**src/rtl/wifi_phy_pkg.sv**
```systemverilog
// Shared constants, region type and lane classifier for the 802.11a/g RX
// descrambler slice.
//   SCR_*      : scrambler polynomial x^7 + x^4 + 1 (taps on state bits 6 and 3)
//   SVC_BITS   : SERVICE field length, SEED_BITS: SERVICE bits used for seed recovery
//   LEN_W      : width of the SIGNAL LENGTH field
//   region_e   : what a given bit position of the frame is
package wifi_phy_pkg;

    localparam logic [6:0] SCR_SEED  = 7'h7F;
    localparam int         SCR_TAP_A = 6;
    localparam int         SCR_TAP_B = 3;
    localparam int         SVC_BITS  = 16;
    localparam int         SEED_BITS = 7;
    localparam int         LEN_W     = 12;
    localparam int         CNT_W     = 16;

    typedef enum logic [1:0] {HDR, DATA, TAIL, PAD} region_e;

    // Region boundaries are exclusive end positions within the frame.
    function automatic region_e classify(input logic [16:0] idx,
                                         input logic [16:0] hdr_end,
                                         input logic [16:0] data_end,
                                         input logic [16:0] tail_end);
        region_e r;
        if (idx < hdr_end)       r = HDR;
        else if (idx < data_end) r = DATA;
        else if (idx < tail_end) r = TAIL;
        else                     r = PAD;
        return r;
    endfunction

endpackage

```
**src/rtl/wifi_descrambler_par_if.sv**
```systemverilog
// Bit-stream beat interface: W bits per beat, lane 0 is the earliest bit.
//   valid/data/last : driven by the producer (master)
//   ready           : driven by the consumer (slave)
// A beat transfers on a rising clock edge where valid and ready are both 1;
// the producer holds valid, data and last stable until that edge.
interface wifi_descrambler_par_if #(parameter int W = 1);
    logic         valid;
    logic         ready;
    logic [W-1:0] data;
    logic         last;

    modport master (output valid, output data, output last, input ready);
    modport slave  (input valid, input data, input last, output ready);
endinterface

```
**src/rtl/wifi_scr_lfsr_step.sv**
```systemverilog
// Combinational W-lane unrolled descrambler LFSR.
//   state_in     : LFSR state before lane 0
//   rx           : received bits, lane 0 earliest
//   recover_mask : lane loads rx into the state (seed recovery), output 0
//   freeze_mask  : lane leaves the state untouched, output = rx
//   state_out    : LFSR state after the last lane
//   out_bits     : descrambled bits
// Lanes are chained so lane i sees the state left by lane i-1.
module wifi_scr_lfsr_step
    import wifi_phy_pkg::*;
#(
    parameter int W = 1
) (
    input  logic [6:0]   state_in,
    input  logic [W-1:0] rx,
    input  logic [W-1:0] recover_mask,
    input  logic [W-1:0] freeze_mask,
    output logic [6:0]   state_out,
    output logic [W-1:0] out_bits
);

    logic [6:0] s;
    logic       fb;

    always_comb begin
        s        = state_in;
        fb       = 1'b0;
        out_bits = '0;
        for (int i = 0; i < W; i++) begin
            fb = s[SCR_TAP_A] ^ s[SCR_TAP_B];
            if (freeze_mask[i]) begin
                out_bits[i] = rx[i];
            end else if (recover_mask[i]) begin
                // Scrambled all-zero SERVICE bits equal the scrambler sequence.
                out_bits[i] = 1'b0;
                s           = {s[5:0], rx[i]};
            end else begin
                out_bits[i] = fb ^ rx[i];
                s           = {s[5:0], fb};
            end
        end
        state_out = s;
    end

endmodule

```
**src/rtl/wifi_descrambler_par.sv**
```systemverilog
// Parametrised 802.11a/g RX descrambler with valid/ready flow control.
// Passes the SIGNAL header, captures LENGTH and checks SIGNAL parity,
// descrambles SERVICE+PSDU, zeroes TAIL, passes pad bits unchanged.
//   clk, reset : clock, synchronous active-high reset
//   in_if      : received bit beats (slave side)
//   out_if     : processed bit beats, registered, 1-cycle latency (master side)
//   len_out    : captured LENGTH in octets, held after frame end
//   len_valid  : all 12 LENGTH bits of the current frame received
//   parity_err : sticky until frame end, even parity over SIGNAL bits 0..17 failed
module wifi_descrambler_par
    import wifi_phy_pkg::*;
#(
    parameter int W         = 1,
    parameter int HDR_BITS  = 24,
    parameter int LEN_LSB   = 5,
    parameter int TAIL_BITS = 6,
    parameter int SEED_MODE = 1
) (
    input  logic                 clk,
    input  logic                 reset,
    wifi_descrambler_par_if.slave  in_if,
    wifi_descrambler_par_if.master out_if,
    output logic [LEN_W-1:0]     len_out,
    output logic                 len_valid,
    output logic                 parity_err
);

    // The parity bit sits directly after the LENGTH field.
    localparam int PAR_BIT = LEN_LSB + LEN_W;

    logic [CNT_W-1:0] bit_cnt;
    logic [6:0]       lfsr;
    logic [LEN_W-1:0] len_acc;
    logic             par_acc;
    logic             out_valid;
    logic [W-1:0]     out_data;
    logic             out_last;

    logic             in_ready;
    logic             accept;
    logic [16:0]      data_end;
    logic [16:0]      tail_end;
    logic [16:0]      idx [W];
    region_e          region [W];
    logic [W-1:0]     recover_mask;
    logic [W-1:0]     freeze_mask;
    logic [W-1:0]     step_out;
    logic [W-1:0]     lane_out;
    logic [6:0]       lfsr_next;
    logic [LEN_W-1:0] len_acc_next;
    logic             par_next;
    logic             len_done;
    logic             par_done;
    logic [16:0]      cnt_sum;
    logic [CNT_W-1:0] cnt_next;

    // Output register takes a new beat whenever it is empty or being drained.
    assign in_ready     = !out_valid || out_if.ready;
    assign accept       = in_if.valid && in_ready;
    assign in_if.ready  = in_ready;
    assign out_if.valid = out_valid;
    assign out_if.data  = out_data;
    assign out_if.last  = out_last;

    // Saturating frame bit counter.
    assign cnt_sum  = {1'b0, bit_cnt} + 17'(W);
    assign cnt_next = cnt_sum[16] ? '1 : cnt_sum[CNT_W-1:0];

    // Lane classification, LENGTH capture and parity accumulation.
    always_comb begin
        data_end     = 17'(HDR_BITS + SVC_BITS) + {2'b00, len_acc, 3'b000};
        tail_end     = data_end + 17'(TAIL_BITS);
        recover_mask = '0;
        freeze_mask  = '0;
        len_acc_next = len_acc;
        par_next     = par_acc;
        len_done     = 1'b0;
        par_done     = 1'b0;
        for (int i = 0; i < W; i++) begin
            idx[i]          = {1'b0, bit_cnt} + 17'(i);
            region[i]       = classify(idx[i], 17'(HDR_BITS), data_end, tail_end);
            freeze_mask[i]  = (region[i] != DATA);
            recover_mask[i] = (SEED_MODE != 0) && (region[i] == DATA) &&
                              (idx[i] < 17'(HDR_BITS + SEED_BITS));
            for (int j = 0; j < LEN_W; j++) begin
                if (idx[i] == 17'(LEN_LSB + j)) len_acc_next[j] = in_if.data[i];
            end
            if (idx[i] <= 17'(PAR_BIT)) par_next = par_next ^ in_if.data[i];
            if (idx[i] == 17'(LEN_LSB + LEN_W - 1)) len_done = 1'b1;
            if (idx[i] == 17'(PAR_BIT)) par_done = 1'b1;
        end
    end

    wifi_scr_lfsr_step #(.W(W)) u_step (
        .state_in     (lfsr),
        .rx           (in_if.data),
        .recover_mask (recover_mask),
        .freeze_mask  (freeze_mask),
        .state_out    (lfsr_next),
        .out_bits     (step_out)
    );

    always_comb begin
        lane_out = '0;
        for (int i = 0; i < W; i++) begin
            case (region[i])
                HDR, PAD: lane_out[i] = in_if.data[i];
                DATA:     lane_out[i] = step_out[i];
                default:  lane_out[i] = 1'b0;
            endcase
        end
    end

    always_ff @(posedge clk) begin
        if (reset) begin
            out_valid  <= 1'b0;
            out_data   <= '0;
            out_last   <= 1'b0;
            len_out    <= '0;
            len_valid  <= 1'b0;
            parity_err <= 1'b0;
            lfsr       <= SCR_SEED;
            bit_cnt    <= '0;
            len_acc    <= '0;
            par_acc    <= 1'b0;
        end else if (accept) begin
            out_valid <= 1'b1;
            out_data  <= lane_out;
            out_last  <= in_if.last;
            if (in_if.last) begin
                // Frame end (complete or truncated): rearm for the next frame.
                bit_cnt    <= '0;
                lfsr       <= SCR_SEED;
                len_valid  <= 1'b0;
                parity_err <= 1'b0;
                par_acc    <= 1'b0;
            end else begin
                bit_cnt <= cnt_next;
                lfsr    <= lfsr_next;
                len_acc <= len_acc_next;
                par_acc <= par_next;
                if (len_done) begin
                    len_out   <= len_acc_next;
                    len_valid <= 1'b1;
                end
                if (par_done && par_next) parity_err <= 1'b1;
            end
        end else if (out_if.ready) begin
            out_valid <= 1'b0;
        end
    end

endmodule

```
**src/flat_wrapper.sv**
```systemverilog
// flat-port wrapper written by rule: the top's interface ports become plain ports
module wifi_descrambler_par_flat import wifi_phy_pkg::*;
#(
    parameter int W         = 1,
    parameter int HDR_BITS  = 24,
    parameter int LEN_LSB   = 5,
    parameter int TAIL_BITS = 6,
    parameter int SEED_MODE = 1
)
  (clk, reset, len_out, len_valid, parity_err, in_if_valid, in_if_data, in_if_last, in_if_ready, out_if_valid, out_if_data, out_if_last, out_if_ready);
  wifi_descrambler_par_if #(.W(W)) in_if_i ();
  wifi_descrambler_par_if #(.W(W)) out_if_i ();
  input  logic clk;
  input  logic reset;
  output logic [LEN_W-1:0] len_out;
  output logic len_valid;
  output logic parity_err;
  input wire logic [$bits(in_if_i.valid)-1:0] in_if_valid;
  input wire logic [$bits(in_if_i.data)-1:0] in_if_data;
  input wire logic [$bits(in_if_i.last)-1:0] in_if_last;
  output wire logic [$bits(in_if_i.ready)-1:0] in_if_ready;
  output wire logic [$bits(out_if_i.valid)-1:0] out_if_valid;
  output wire logic [$bits(out_if_i.data)-1:0] out_if_data;
  output wire logic [$bits(out_if_i.last)-1:0] out_if_last;
  input wire logic [$bits(out_if_i.ready)-1:0] out_if_ready;
  assign in_if_i.valid = in_if_valid;
  assign in_if_i.data = in_if_data;
  assign in_if_i.last = in_if_last;
  assign in_if_ready = in_if_i.ready;
  assign out_if_valid = out_if_i.valid;
  assign out_if_data = out_if_i.data;
  assign out_if_last = out_if_i.last;
  assign out_if_i.ready = out_if_ready;
  wifi_descrambler_par #(.W(W), .HDR_BITS(HDR_BITS), .LEN_LSB(LEN_LSB), .TAIL_BITS(TAIL_BITS), .SEED_MODE(SEED_MODE)) u_core (.clk(clk), .reset(reset), .in_if(in_if_i), .out_if(out_if_i), .len_out(len_out), .len_valid(len_valid), .parity_err(parity_err));
endmodule
```
**config.mk**
```make
export PLATFORM = sky130hd
export DESIGN_NAME = wifi_descrambler_par_flat
export DESIGN_NICKNAME = d
export VERILOG_FILES = /design/src/rtl/wifi_phy_pkg.sv /design/src/rtl/wifi_descrambler_par_if.sv /design/src/rtl/wifi_scr_lfsr_step.sv /design/src/rtl/wifi_descrambler_par.sv /design/src/flat_wrapper.sv
export SDC_FILE = /design/constraint.sdc
export NUM_CORES = 1
export LEC_CHECK = 0
export CAP_MARGIN = 15
export CORE_AREA = 8 8 67 127
export CTS_CLUSTER_DIAMETER = 80
export DETAILED_ROUTE_END_ITERATION = 6
export DIE_AREA = 0 0 75 135
export HOLD_SLACK_MARGIN = 0.06
export PLACE_DENSITY = 0.69
export RECOVER_POWER = 50
export SYNTH_ARGS = -nofsm -noshare
export SYNTH_HDL_FRONTEND = slang
export SYNTH_SLANG_ARGS = --single-unit
```
**constraint.sdc**
```tcl
create_clock -name clk -period 4.77 [get_ports clk]
set_input_delay 0.954 -clock clk [delete_from_list [all_inputs] [get_ports clk]]
set_output_delay 0.954 -clock clk [all_outputs]
set_load 0.005 [all_outputs]
```
==> flow_summary.json, run 1 <==
{
  "avgSynthCellArea_um2": 8.51,
  "area_delta_synth_final_pct": 11.5,
  "ys.flop_type": "dfxtp_1",
  "min_path_cells": 2,
  "gr-usage-all-layers_pct": 17.9,
  "power.switching_mw": 0.203,
  "regToRegStartpoint": "u_core.len_acc[1]$_SDFFE_PP0P_",
  "p_int_mw": 0.659,
  "hold_buffers": 0,
  "setup_viol": 0,
  "cp.required_ps": 4960,
  "port_buffers": 23,
  "worstSetupPathType": "reg2reg",
  "cap_violations": 0,
  "async_flop_share_pct": 0,
  "final_util_pct": 54.8,
  "synth_top_area_cell": "dfxtp_1",
  "grt_pass1_wl_mm": 14.2,
  "fmax_mhz": 264,
  "seq_area_frac_synth_pct": 31.6,
  "rr_worst_depth": 16,
  "wl_mm": 8.59,
  "post-route-min-period_ps": 3790,
  "drive_above_1_share_pct": 6.16,
  "synth_area_um2": 3360,
  "drt_pre_antenna_iters": 4,
  "power_density_nw_per_um2": 230,
  "fin_setup_tns_ps": 0,
  "cts_tree": "yes",
  "netlist_instances": 395,
  "antenna_found_initial": 0,
  "postCtsSetupBuffers": 0,
  "max-clock-path-buffers": 2,
  "crit_arrival_ps": 3970,
  "initial_core_util_pct": 49.2,
  "core-area_um2": 6830,
  "clock-sinks": 53,
  "r2r_slack_ps": 980,
  "post-place-ws_ps": 1010,
  "fin_nets": 433,
  "dpl.hpwl_mm": 6.40,
  "die_area_um2": 10100,
  "vias": 2994,
  "power_leakage_nw": 1.42,
  "grt_pass1_vias": 2923,
  "synth_area_leaders": "dfxtp_1, ha_1, mux2i_1",
  "hold_viol_final": 0,
  "switching_share_pct": 23.6,
  "ys_ff_latch": 53,
  "ys_types": 57,
  "synth_edf_count": 0,
  "clkLatencyLatePin_ps": 300,
  "htreeDepth": 2,
  "fp.dieW_um": 75,
  "combPwrFrac_pct": 6.4,
  "rows": 43,
  "hp-start": "u_core.len_out[3]$_SDFFE_PP0P_",
  "worstHoldPathType": "reg2reg",
  "fin_ws_ps": 981,
  "fin_crit_sh_pct": 79.4,
  "worst_pin_slew_ps": 979,
  "die_h_um": 135,
  "cts_resized": 0,
  "grt_start_max_net_pins": 23,
  "final_cell_mix": "dfxtp_1, nand2_1, nor2_1, mux2i_1, ha_1",
  "pin_count": 24,
  "pwr-share-seq_pct": 51.9,
  "worst_setup_path_start_kind": "register",
  "min_to": "u_core.len_out[3]$_SDFFE_PP0P_",
  "max_slew_margin_pct": 33.9,
  "cts-root-buf": "clkbuf_16",
  "yosys_warnings": 0,
  "outcome": "finished clean",
  "rsz0062_at_grt": "false",
  "clk_pin_slew_worst_paths_ps": 70,
  "synth_top_area_share_pct": 31.6,
  "synth_fp_nets": 423,
  "gp_congestion": 0.846,
  "grt_overflow": 0,
  "wl_per_cell_um": 17.3,
  "diodes": 0,
  "skew_ps": 7.97,
  "drt_iter0_markers": 225,
  "via_per_inst": 6.04,
  "r2r-end": "u_core.lfsr[4]$_SDFFE_PP1P_",
  "peakVddDrop_uv": 171,
  "cts_buffers": 5,
  "mostFrequentLayoutCell": "dfxtp_1",
  "route.detailed.drc": 0,
  "antenna_left": 0,
  "slew_viol_final": 0,
  "clockPowerShare_pct": 41.7,
  "cp_max_fo": 10,
  "cp-end-kind": "register",
  "fillCellCount": 669
}
power by group through the flow:
stage / logic (mW) / clock network [mW] / registers, mW
2_1_floorplan: 0.0363 / 0 / 0.458
3_3_place_gp: 0.0562 / 0 / 0.458
3_5_place_dp: 0.0572 / 0 / 0.458
4_1_cts: 0.0575 / 0.364 / 0.448
5_1_grt: 0.0609 / 0.381 / 0.448
6_report: 0.0552 / 0.360 / 0.448
final cells by class:
class / count / area [um^2] / area share (%)
inverters: 10 / 37.5 / 1.00
flip-flops and latches: 53 / 1060 / 28.3
clock buffers: 7 / 133 / 3.54
well taps: 90 / 113 / 3.01
repair buffers: 26 / 245 / 6.54
clock inverters: 1 / 7.51 / 0.200
multi-input cells: 309 / 2150 / 57.4
how the worst max path moves through the flow:
stage / startpoint / to / slack, ps / cells past startpoint
floorplan: u_core.len_acc[0]$_SDFFE_PP0P_ / u_core.lfsr[1]$_SDFFE_PP1P_ / 1460 / 17
global placement: u_core.len_acc[4]$_SDFFE_PP0P_ / u_core.out_if.data$_SDFFE_PP0P_ / 1250 / 15
finish: u_core.len_acc[1]$_SDFFE_PP0P_ / u_core.lfsr[4]$_SDFFE_PP1P_ / 980 / 16
global route: u_core.len_acc[0]$_SDFFE_PP0P_ / u_core.out_if.data$_SDFFE_PP0P_ / 610 / 16
detailed placement: u_core.len_acc[3]$_SDFFE_PP0P_ / u_core.lfsr[4]$_SDFFE_PP1P_ / 1010 / 15
CTS: u_core.len_acc[0]$_SDFFE_PP0P_ / u_core.lfsr[4]$_SDFFE_PP1P_ / 990 / 16
cells in the mapped netlist (3+ instances only):
library cell and number:
nor4_2 5, nand2b_1 18, nor2_1 26, inv_1 8
ha_1 22, nand4_1 8, o21ai_1 11, o22a_1 6
nor3_1 21, dfxtp_1 53, mux2i_1 26, a41oi_1 3
nor4_4 4, o21ai_0 16, nor2b_1 6, a22o_1 3
nand3_1 15, nand2_1 37, a21o_1 7, xor2_1 9
xnor2_1 4, o22ai_1 8, a31oi_1 4, and3_1 3
a21oi_1 14, clkbuf_1 13, buf_2 7
state kept, by name, summed over array words and instances (netlist names), 7 cells and up:
register,cells
u_core.bit_cnt,16
u_core.len_acc,12
u_core.len_out,12
u_core.lfsr,7
kinds of logic after synthesis:
group | Yosys count | synth area share (%)
AOI/OAI and AO/OA | 87 | 17.3
buffers and inverters | 33 | 4.28
muxes | 26 | 7.74
and+or+nand+nor | 161 | 27.5
DFF | 53 | 31.6
adders and majority gates | 22 | 8.19
xor gates and xnor gates | 13 | 3.39
routing by layer:
| layer | share of wire [%] | vias to the layer above | global-route usage, % |
|---|---|---|---|
| li1 | - | 1460 | - |
| met1 | 42 | 1442 | 21.1 |
| met2 | 51 | 74 | 29.7 |
| met3 | 4.2 | 18 | 2.67 |
| met4 | 2.9 | 0 | 9.01 |
| met5 | 0 | - | 0 |
worst max-delay path, stage by stage, from the launching register on:
cell and delay, ps:
dfxtp_1 420, ha_1 260, o21ai_0 90, nor2_1 220, nand3_1 130, xor2_1 170
ha_1 180, a21o_1 170, a21oi_1 130, o211ai_1 150, a211o_1 350, o221ai_1 170
ha_1 420, nand3_1 320, o22a_1 260, o22ai_1 150, nand2b_1 90
through the flow:
step | instances | hold slack (ps) | area (um^2) | power [mW]
finish | 496 | 446 | 3750 | 0.863
global placement | 488 | 441 | 3620 | 0.514
floorplan | 395 | 445 | 3360 | 0.494
detailed placement | 488 | 440 | 3620 | 0.515
global route | 496 | 479 | 3750 | 0.890
CTS | 496 | 449 | 3760 | 0.870
Power figures use the tool's default switching activity.
==> inputs of run 2 (changes only) <==
==> constraint.sdc (replaced) <==
create_clock -name clk -period 3.55 [get_ports clk]
set_input_delay 0.71 -clock clk [delete_from_list [all_inputs] [get_ports clk]]
set_output_delay 0.71 -clock clk [all_outputs]
set_load 0.005 [all_outputs]
==> run 2 against run 1 <==
Net effect:
- sequential power is 34% higher
- final cell count rose by 2.6%
- total power up 34%
- clock skew is 0.74 ps lower
- clock power increased by 33%
==> flow_summary.json, run 2 (synthesis results as in run 1) <==
{
  "power_density_nw_per_um2": 303,
  "diodes": 0,
  "grt_pass1_vias": 3074,
  "antenna_left": 0,
  "cap_violations": 0,
  "final_cell_mix": "dfxtp_1, nand2_1, mux2i_1",
  "drt_iter0_markers": 312,
  "peakVddDrop_uv": 213,
  "cts_tree": "yes",
  "gr-usage-all-layers_pct": 18.1,
  "die_h_um": 135,
  "fin_setup_tns_ps": 0,
  "route.detailed.drc": 0,
  "core-area_um2": 6830,
  "max_slew_margin_pct": 38.5,
  "via_per_inst": 6.10,
  "worstPathCellList": "ha_2 > o21ai_0 > nor2_1 > nand3_1 > xor2_1 > ha_1 > a21o_1 > a21oi_1 > o211ai_1 > a211o_1 > o221ai_1 > ha_2 > buf_4 > nand2_1 > nor2_1 > mux2i_1 > a211oi_1",
  "hold_buffers": 0,
  "crit_arrival_ps": 3460,
  "reg_top3": "u_core.bit_cnt: 16 flops, u_core.len_acc: 12 flops, u_core.len_out: 12 flops",
  "htreeDepth": 2,
  "worstHoldPathType": "reg2reg",
  "die_area_um2": 10100,
  "drt_pre_antenna_iters": 5,
  "cpMaxStageDelayCell": "dfxtp_2",
  "power_leakage_nw": 1.48,
  "critical-path-top-delay-family": "compound AO/OA/AOI/OAI gates",
  "largest_reg_flops": 16,
  "grt_start_max_net_pins": 23,
  "cp_max_fo": 9,
  "final_util_pct": 55.9,
  "top_register": "u_core.bit_cnt",
  "slew_viol_final": 0,
  "cp.required_ps": 3730,
  "vias": 3106,
  "worst_pin_slew_ps": 910,
  "area_delta_synth_final_pct": 13.7,
  "max-clock-path-buffers": 2,
  "fin_crit_sh_pct": 92.6,
  "clkLatencyLatePin_ps": 300,
  "worst_setup_path_start_kind": "register",
  "worstSetupPathType": "reg2reg",
  "clock-sinks": 53,
  "fmax_mhz": 304,
  "pin_count": 24,
  "cp-end-kind": "register",
  "grt_overflow": 0,
  "dpl.hpwl_mm": 6.72,
  "clk_pin_slew_worst_paths_ps": 70,
  "cts_buffers": 5,
  "fp.dieW_um": 75,
  "initial_core_util_pct": 49.2,
  "fin_nets": 446,
  "cts-root-buf": "clkbuf_16",
  "gp_congestion": 0.857,
  "outcome": "finished clean",
  "wl_per_cell_um": 17.2,
  "wl_mm": 8.76,
  "drive_above_1_share_pct": 9.79,
  "slowest_delay_ps": 380,
  "hold_viol_final": 0,
  "post-route-min-period_ps": 3290,
  "rows": 43,
  "mostFrequentLayoutCell": "dfxtp_1",
  "path_buf_inv": 1,
  "setup_viol": 0,
  "grt_pass1_wl_mm": 14.5,
  "port_buffers": 23,
  "skew_ps": 7.23,
  "antenna_found_initial": 0
}
-- run 2: path summary, 6_finish.rpt --
path | start | to | slack (ps) | cells after the start
worst max-delay path | u_core.len_acc[0]$_SDFFE_PP0P_ | u_core.lfsr[0]$_SDFFE_PP1P_ | 260 | 17
worst min-delay path | u_core.len_out[1]$_SDFFE_PP0P_ | u_core.len_out[1]$_SDFFE_PP0P_ | 440 | 2
worst max register to register | u_core.len_acc[0]$_SDFFE_PP0P_ | u_core.lfsr[0]$_SDFFE_PP1P_ | 260 | 17
worst min register to register | u_core.len_out[1]$_SDFFE_PP0P_ | u_core.len_out[1]$_SDFFE_PP0P_ | 440 | 2
-- run 2: where the power goes --
part | total (mW) | internal, mW | switching [mW]
clock | 0.479 | 0.262 | 0.217
sequential | 0.602 | 0.598 | 0.00394
combinational | 0.0771 | 0.0273 | 0.0498
-- run 2: timing repair --
action,CTS,global route
buffers inserted,0,2
endpoints found under the setup margin,0,8
gates resized for setup,0,7
-- run 2: stage by stage --
stage | worst slack (ps) | cells | instance area (um^2) | total power [mW] | hold slack (ps)
after detailed placement | 81.6 | 499 | 3700 | 0.695 | 441
after global routing | -4.56 | 509 | 3820 | 1.19 | 467
after floorplan | 244 | 395 | 3360 | 0.664 | 445
after CTS | 68.0 | 507 | 3840 | 1.17 | 450
final | 262 | 509 | 3820 | 1.16 | 444
after global placement | 298 | 499 | 3700 | 0.694 | 439
-- run 2: worst reg2reg max path: cells and delay by family, from the launching register on --
family / cells / cell delay (ps)
compound gates: 7 / 1110
fa+ha+maj: 3 / 670
simple gates: 4 / 450
flops: 1 / 380
mux: 1 / 210
xor+xnor: 1 / 180
buf+inv: 1 / 170
-- run 2: routing by layer --
metal | track usage, % | wire length (um) | part of all wire, %
met5 | 0 | 0 | 0
met4 | 8.24 | 234 | 2.7
met3 | 2.90 | 470 | 5.4
met2 | 30.4 | 4470 | 51
met1 | 21.2 | 3580 | 41
-- run 2: final cells by class --
type	count	area (um^2)
clock buffers	7	133
clock inverters	1	7.51
fillers	661	3010
inverters	10	37.5
multi-input cells	309	2120
flip-flops and latches	53	1060
well taps	90	113
repair buffers	39	343
